[config.mk]
export PLATFORM = sky130hd
export DESIGN_NAME = regfile_wb_arbiter
export DESIGN_NICKNAME = d
export VERILOG_FILES = /design/src/rtl/regfile_pkg.sv /design/src/rtl/regfile_wb_arbiter_rr_arbiter.sv /design/src/rtl/regfile_wb_arbiter.sv
export SDC_FILE = /design/constraint.sdc
export NUM_CORES = 1
export LEC_CHECK = 0
export BUFFER_PORTS_ARGS = -buffer_cell sky130_fd_sc_hd__buf_2
export CAP_MARGIN = 20
export CORE_UTILIZATION = 42
export CTS_CLUSTER_SIZE = 40
export DETAILED_ROUTE_END_ITERATION = 10
export PLACE_DENSITY = 0.8
export SYNTH_ARGS = -nofsm -noshare
export SYNTH_HDL_FRONTEND = slang
export SYNTH_SLANG_ARGS = --single-unit
[constraint.sdc]
create_clock -name clk -period 2.3 [get_ports clk]
set_input_delay 0.345 -clock clk [delete_from_list [all_inputs] [get_ports clk]]
set_output_delay 0.345 -clock clk [all_outputs]
set_load 0.01 [all_outputs]
[src/rtl/regfile_pkg.sv]
// Shared register-file geometry and write-back source indices.
package regfile_pkg;
  localparam int unsigned REG_AW   = 5;
  localparam int unsigned REG_DW   = 32;
  localparam int unsigned NUM_REGS = 32;

  localparam logic [REG_AW-1:0] RF_ZERO_ADDR = 5'd0;

  localparam int unsigned WB_SRC_ALU = 0;
  localparam int unsigned WB_SRC_LSU = 1;
  localparam int unsigned WB_SRC_MDU = 2;
endpackage

[src/rtl/regfile_wb_arbiter_rr_arbiter.sv]
// Combinational round-robin pick: first valid request at or after ptr, wrapping.
module rr_arbiter #(
  parameter int unsigned NUM_REQ = 3
) (
  input  logic [NUM_REQ-1:0]         req,
  input  logic [$clog2(NUM_REQ)-1:0] ptr,
  output logic [NUM_REQ-1:0]         gnt,
  output logic [$clog2(NUM_REQ)-1:0] gnt_idx,
  output logic                       gnt_any
);
  localparam int unsigned IW = $clog2(NUM_REQ);

  always_comb begin
    int unsigned k;
    k       = 0;
    gnt     = '0;
    gnt_idx = '0;
    gnt_any = 1'b0;
    for (int unsigned off = 0; off < NUM_REQ; off++) begin
      k = (32'(ptr) + off) % NUM_REQ;
      if (!gnt_any && req[k]) begin
        gnt[k]  = 1'b1;
        gnt_idx = IW'(k);
        gnt_any = 1'b1;
      end
    end
  end
endmodule

[src/rtl/regfile_wb_arbiter.sv]
// Round-robin arbitration of write-back sources onto the single register-file
// write port, with a registered write stage and a saturating contention counter.
module regfile_wb_arbiter
  import regfile_pkg::*;
#(
  parameter int unsigned NUM_REQ = 3,
  parameter int unsigned AW      = REG_AW,
  parameter int unsigned DW      = REG_DW,
  parameter int unsigned CNT_W   = 16
) (
  input  logic                       clk,
  input  logic                       rst,
  input  logic                       hold,
  input  logic [NUM_REQ-1:0]         req_valid,
  input  logic [NUM_REQ*AW-1:0]      req_addr,
  input  logic [NUM_REQ*DW-1:0]      req_data,
  output logic [NUM_REQ-1:0]         req_ready,
  output logic                       rf_write_en,
  output logic [AW-1:0]              rf_write_addr,
  output logic [DW-1:0]              rf_write_data,
  output logic [$clog2(NUM_REQ)-1:0] wb_src,
  output logic [CNT_W-1:0]           contention_cnt
);
  localparam int unsigned IW = $clog2(NUM_REQ);

  logic [NUM_REQ-1:0] gnt;
  logic [IW-1:0]      gnt_idx;
  logic [IW-1:0]      ptr;
  logic               gnt_any;
  logic               grant;
  logic [AW-1:0]      sel_addr;
  logic [DW-1:0]      sel_data;
  logic               contended;

  rr_arbiter #(.NUM_REQ(NUM_REQ)) u_rr (
    .req     (req_valid),
    .ptr     (ptr),
    .gnt     (gnt),
    .gnt_idx (gnt_idx),
    .gnt_any (gnt_any)
  );

  // Ready is gated by rst as well so no handshake completes while in reset.
  assign grant     = gnt_any & ~hold & ~rst;
  assign req_ready = grant ? gnt : '0;
  assign contended = ($countones(req_valid) >= 2) && !hold;

  always_comb begin
    sel_addr = req_addr[gnt_idx*AW +: AW];
    sel_data = req_data[gnt_idx*DW +: DW];
  end

  always_ff @(posedge clk or posedge rst) begin
    if (rst) begin
      ptr <= '0;
    end else if (grant) begin
      ptr <= (gnt_idx == IW'(NUM_REQ-1)) ? '0 : gnt_idx + 1'b1;
    end
  end

  // Address-0 requests are consumed but never raise write_en, keeping r0 constant.
  always_ff @(posedge clk or posedge rst) begin
    if (rst) begin
      rf_write_en   <= 1'b0;
      rf_write_addr <= '0;
      rf_write_data <= '0;
      wb_src        <= '0;
    end else begin
      rf_write_en <= grant && (sel_addr != AW'(RF_ZERO_ADDR));
      if (grant) begin
        rf_write_addr <= sel_addr;
        rf_write_data <= sel_data;
        wb_src        <= gnt_idx;
      end
    end
  end

  always_ff @(posedge clk or posedge rst) begin
    if (rst) begin
      contention_cnt <= '0;
    end else if (contended && (contention_cnt != '1)) begin
      contention_cnt <= contention_cnt + 1'b1;
    end
  end
endmodule

---- Yosys cells after proc, flatten, opt, wreduce, memory -nomap -nowiden ----
Index checks and enable logic that the tools add are counted.
storage, ports and cells
  output and inout port bits .............. 59
  register bits ........................... 58
operators by class
  bitwise gates (word level) .............. 6
  multiply operators ...................... 1
  add/sub/neg operators ................... 6
  muxes and demuxes ....................... 23
  eq/ne operators ......................... 2
  reductions and logical operators ........ 12
  divide/modulo/power cells ............... 3
  shift operators ......................... 2
  order comparisons ....................... 7
operators by type and width
  kind                                                                                  number
  32-bit by 1-bit greater-or-equal comparator with 1-bit output, second input constant  3
  32-bit by 3-bit < comparator with 1-bit output, second input constant                 3
  96-bit by 8-bit variable part select with 32-bit output                               1
  32-bit by 2-bit remainder unit with 32-bit output, second input constant              2
  2-bit by 2-bit remainder unit with 32-bit output, second input constant               1
  16-bit by 1-bit adder with 16-bit output, second input constant                       1
  16-bit != test, second input constant                                                 1
  15-bit by 6-bit variable part select with 5-bit output                                1
  3-bit 2-to-1 mux                                                                      4
  1-bit 2-to-1 mux                                                                      9
  1-bit logical AND                                                                     8
  2-bit 2-to-1 mux                                                                      4
  1-bit binary-select mux with 2-bit select                                             3
  1-bit demux with 2-bit select                                                         3
  3-bit OR                                                                              2
  2-bit by 3-bit multiplier with 5-bit output, second input constant                    1
  5-bit nonzero test                                                                    1
  2-bit by 1-bit adder with 3-bit output                                                1
  2-bit by 1-bit adder with 3-bit output, second input constant                         1
  2-bit by 2-bit adder with 3-bit output, second input constant                         1
  3-bit by 2-bit greater-or-equal comparator with 1-bit output, second input constant   1
  1-bit zero test                                                                       3
  1-bit by 1-bit adder with 2-bit output                                                1
  2-bit by 1-bit adder with 2-bit output, second input constant                         1
  3 further kinds                                                                       5

---- Depth between registers and ports, before layout ----
  depth after elaboration ................. 14
  mapped depth ............................ 11
  mapped depth without buffers ............ 8

---- Cells and area by module ----
A second synthesis with hierarchy kept.
unflattened totals
  cell total of the unflattened synthesis .. 393
  area total of the unflattened synthesis .. 3,519.6 um2
modules (own cells, without submodules)
  module              cells an instance  times used  area an instance (um2)
  regfile_wb_arbiter  341                1           3,138.0
  rr_arbiter          52                 1           381.6

---- Least setup slack after synthesis ----
Ideal clock, no wire load.
  kind .................................... flip-flop to output port
  from .................................... reg ptr[1]
  to ...................................... out req_ready[1]
  arrival ................................. 2.060 ns
  setup slack ............................. -0.105 ns
  cell stages (with the launch flop) ...... 10
  buffers on the path ..................... 2
  required time ........................... 1.955 ns
  cells stage by stage .................... dfrtp_1 > inv_1 > ha_1 > buf_6 > mux2i_2 > nor2_1 > a21oi_2 > a311o_1 > clkbuf_1 > a211oi_1
on the way
  word-level cells in the longest chain between the ends .. 13
  elaborated cells between the ends (all ways) .. 41
RTL lines
  item                                                                                        line                      source
  start: declaration                                                                          regfile_wb_arbiter.sv:28  logic [IW-1:0] ptr;
  start signal: assignment                                                                    regfile_wb_arbiter.sv:57  ptr <= (gnt_idx == IW'(NUM_REQ-1)) ? '0 : gnt_idx + 1'b1;
  branches (longest 12 deep; another with 32-bit by 2-bit remainder unit with 32-bit output)  n/a
  3-bit 2-to-1 mux (*)                                                                        regfile_wb_arbiter.sv:45  assign req_ready = grant ? gnt : '0;
  end: declaration                                                                            regfile_wb_arbiter.sv:17  output logic [NUM_REQ-1:0] req_ready,
Mark *: on every way between the ends. The select of a mux whose other input is x is not followed.

---- Final worst setup path ----
  from .................................... reg ptr[1]
  to ...................................... out req_ready[0]
The elaborated chain is that of the path after synthesis.

==> metrics.md <==
| Metric | Value |
|---|---|
| Worst IR Drop VDD | `between 0.0006 and 0.0007 V` |
| Net Sw Frac | `0.427` |
| Final Hold Fails | `0` |
| Fin nets | `approximately 710` |
| Failing checks | `setup timing` |
| Area of the multi-input gates | `roughly 1900 um2` |
| Register area share after synthesis | `0.419` |
| DR iter-0 viols | `between 150 and 200` |
| Die width | `between 90 and 100 um` |
| Layout cells sized above 1 | `0.466` |
| Clock share of power | `0.136` |
| Gp weighted congestion | `0.848` |
| Synth Flop Type | `dfrtp_1` |
| Final Util | `0.640` |
| Skew-Pair Late Insertion Delay | `330 ps` |
| Post-synth EDFFs | `0` |
| Clock transition at path regs | `around 70 ps` |
| Vias | `3800` |
| DR DRC count | `0` |
| Minimum clock period | `roughly 2700 ps` |
| Power Density | `1330 nW/um2` |
| Area Growth Syn to Fin | `44.9%` |
| Die area | `between 8000 and 9000 um2` |
| FP Rows | `32` |
| Largest net degree at the start of global routing | `39` |
| TritonCTS buffer count | `9` |
| Final Setup Violations | `31` |
| Syn. warnings | `0` |
| Final Cell Area | `5020 um2` |
| Post-DR vias/cell | `~5.5` |
| Initial antenna violation count | `0` |
| WL met1 | `between 4000 and 5000 um` |
| Initial Utilization | `0.442` |
| Post-place instance area | `between 4000 and 5000 um2` |
| Core Box Area | `around 8000 um2` |
| Metal3 WL | `around 800 um` |
| HP Class | `in2async` |
| Setup ws final | `-365 ps` |
| Worst slew pin tran | `approximately 580 ps` |
| Top Layer Used | `met4` |
| Vias in the first global route | `3679` |
| Gr usage total | `0.264` |
| Internal Power | `around 3.8 mW` |
| Synth Cell Area | `3470 um2` |
| CP Cell Sequence | `ha_4 -> mux2i_1 -> a2bb2oi_2 -> buf_4 -> a311o_2 -> a311oi_2 -> buf_2` |
| Slew headroom | `0.614` |
| Distinct cell type count after synthesis | `a little over 50` |
| Static Leak | `~2.5 nW` |
| I/O Pins | `176` |
| Period utilisation layout | `1.16` |
| Worst-path fanout max | `5` |
| Outcome | `finished with violations` |
| Syn nets | `roughly 510` |
| Crit. End Element | `output pin` |
| Root Buffer | `clkbuf_8` |
| Slew Viols, Final | `0` |
| First-pass GRT wire length | `roughly 18000 um` |
| Worst path required time | `a little under 2000 ps` |
| Overall power | `between 6 and 7 mW` |
| Setup crit start kind | `flop` |
| Syn Area/Cell | `between 9 and 10 um2` |
| Switching pwr | `2.84 mW` |
| IO buf count | `approximately 180` |
| H-tree Lvls | `3` |
| WS Path Type | `reg2out` |
| Max-cap violation count | `0` |
| FF+latch count, synth | `58` |
| Hold WS | `~110 ps` |
| Met2 WL post-DR | `around 5600 um` |
| Gr ovfl total | `0` |
| CTS tree | `done` |
| RSZ-0062 raised after global routing | `true` |
| Logic pwr share | `0.612` |
| Synth async-reset ratio | `1.00` |
| Antenna viol nets, final | `0` |
| TritonCTS Sinks | `between 50 and 60` |
| Max frequency | `375 MHz` |
| Clock Path Buffers | `2` |
| Die height | `92.8 um` |
| Filler Cell Count | `690` |
| Crit path DAT | `roughly 2300 ps` |
| Antenna Diode Count | `0` |
| WL final | `~11000 um` |
| Clock skew | `9.64 ps` |
| Slowest stage delay, CP | `440 ps` |
| Half-perimeter wire length after placement | `approximately 8300 um` |
| Share of power burned in registers | `0.252` |
| Drt pass-1 iters | `4` |
| Flip-flop and latch area | `1450 um2` |
| Critical-path top delay cell | `dfrtp_2` |
| Synth Instances | `between 300 and 400` |
| Routed WL per cell | `between 15 and 20 um` |
[kinds of logic (layout without fill, tap and decap cells)]
logic type	after synthesis	after routing	share of synthesized area
flip-flops	58	58	0.419
XOR/XNOR	15	15	0.0379
adder cells (fa/ha/maj)	6	6	0.0217
multiplexers	6	6	0.0191
AO/OA/AOI/OAI	143	143	0.273
AND/OR/NAND/NOR	120	120	0.173
buffers and inverters	36	242	0.0570
[cell usage in the layout (no fill, tap or decap), types with 3 or more instances in the layout]
| master | n |
|---|---|
| buf_6 | 3 |
| a21boi_1 | 3 |
| o21ai_1 | 40 |
| buf_4 | 37 |
| o21ai_0 | 37 |
| buf_12 | 6 |
| xnor2_1 | 10 |
| clkinv_2 | 4 |
| mux2i_1 | 3 |
| nor2_1 | 6 |
| nand3_1 | 12 |
| and3_1 | 34 |
| a211oi_1 | 29 |
| clkbuf_8 | 9 |
| dfrtp_1 | 57 |
| xor2_1 | 5 |
| a211oi_2 | 8 |
| nand2_1 | 49 |
| inv_2 | 3 |
| buf_2 | 175 |
[critical path: cells and delay by family (launching register included)]
kind / cells / cell delay, ps
AO/OA/AOI/OAI: 3 / 790
flip-flops: 1 / 440
buffers and inverters: 2 / 330
adder cells (fa/ha/maj): 1 / 280
multiplexers: 1 / 160
[Yosys cell counts, drive strengths merged, types with 3 or more instances]
cell type,instances,area share
buf,16,0.035
clkbuf,15,0.016
nand2b,3,0.0054
nand2,50,0.055
mux2i,4,0.013
and3,34,0.061
ha,6,0.022
xor2,5,0.013
nand3,12,0.017
a31o,3,0.0076
o22ai,4,0.0090
nor2,7,0.0076
a211oi,37,0.087
a21boi,3,0.0065
nor2b,3,0.0054
xnor2,10,0.025
dfrtp,58,0.42
o21ai,77,0.11
a21oi,4,0.0069
inv,5,0.0054
[power groups by stage]
stage / Sequential [mW] / Combinational (mW) / Clock [mW]
floorplan: 1.84 / 2.22 / 0
detailed placement: 1.69 / 3.84 / 0
global placement: 1.67 / 3.71 / 0
finish: 1.68 / 4.08 / 0.906
CTS: 1.68 / 4.06 / 0.925
global route: 1.73 / 4.44 / 0.979
[registers in the layout, summed over array words and instances, names as in the netlist]
| signal | flops |
|---|---|
| rf_write_en | 1 |
| rf_write_data | 32 |
| contention_cnt | 16 |
| rf_write_addr | 5 |
| ptr | 2 |
| wb_src | 2 |
[path summary, 6_finish.rpt]
kind                              startpoint           endpoint  slack [ps]  cells after the start
hold reg to reg            rf_write_data[30]  rf_write_data[30]         480                      2
setup reg to reg                      ptr[1]             ptr[1]        -130                      9
min in group clk                req_data[11]  rf_write_data[11]         290                      3
hold / removal                           rst   rf_write_addr[1]         110                      2
setup / recovery                      ptr[1]       req_ready[0]        -370                      7
max in group asynchronous                rst  rf_write_data[19]        1610                      3
[area by class of cell]
class	instances	share of cell area
clock buffer	10	0.0254
clock inverter	6	0.0115
inverter	5	0.00374
multi-input combinational	290	0.384
sequential	58	0.289
tap	102	0.0254
timing repair buffer	221	0.260
[per-layer routing]
metal | vias up | track usage
li1 | 1810 | -
met1 | 1816 | 0.324
met2 | 162 | 0.461
met3 | 12 | 0.0624
met4 | 0 | 0.0679
met5 | - | 0
[metrics by stage]
| step | cells | TNS [ps] | worst slack, ps |
|---|---|---|---|
| 2_1_floorplan | 384 | 0 | 3.96 |
| 3_3_place_gp | 671 | -750 | -55.3 |
| 3_5_place_dp | 671 | -3310 | -167 |
| 4_1_cts | 692 | -1190 | -335 |
| 5_1_grt | 692 | -7240 | -444 |
| 6_report | 692 | -1520 | -365 |
[timing repair]
item,in CTS,in global routing
setup endpoints to repair,44,44
hold buffers,0,0
resized for setup,23,1
setup buffers,5,0
pin swaps,3,1
No activity file was read; power rests on OpenSTA's default activity.
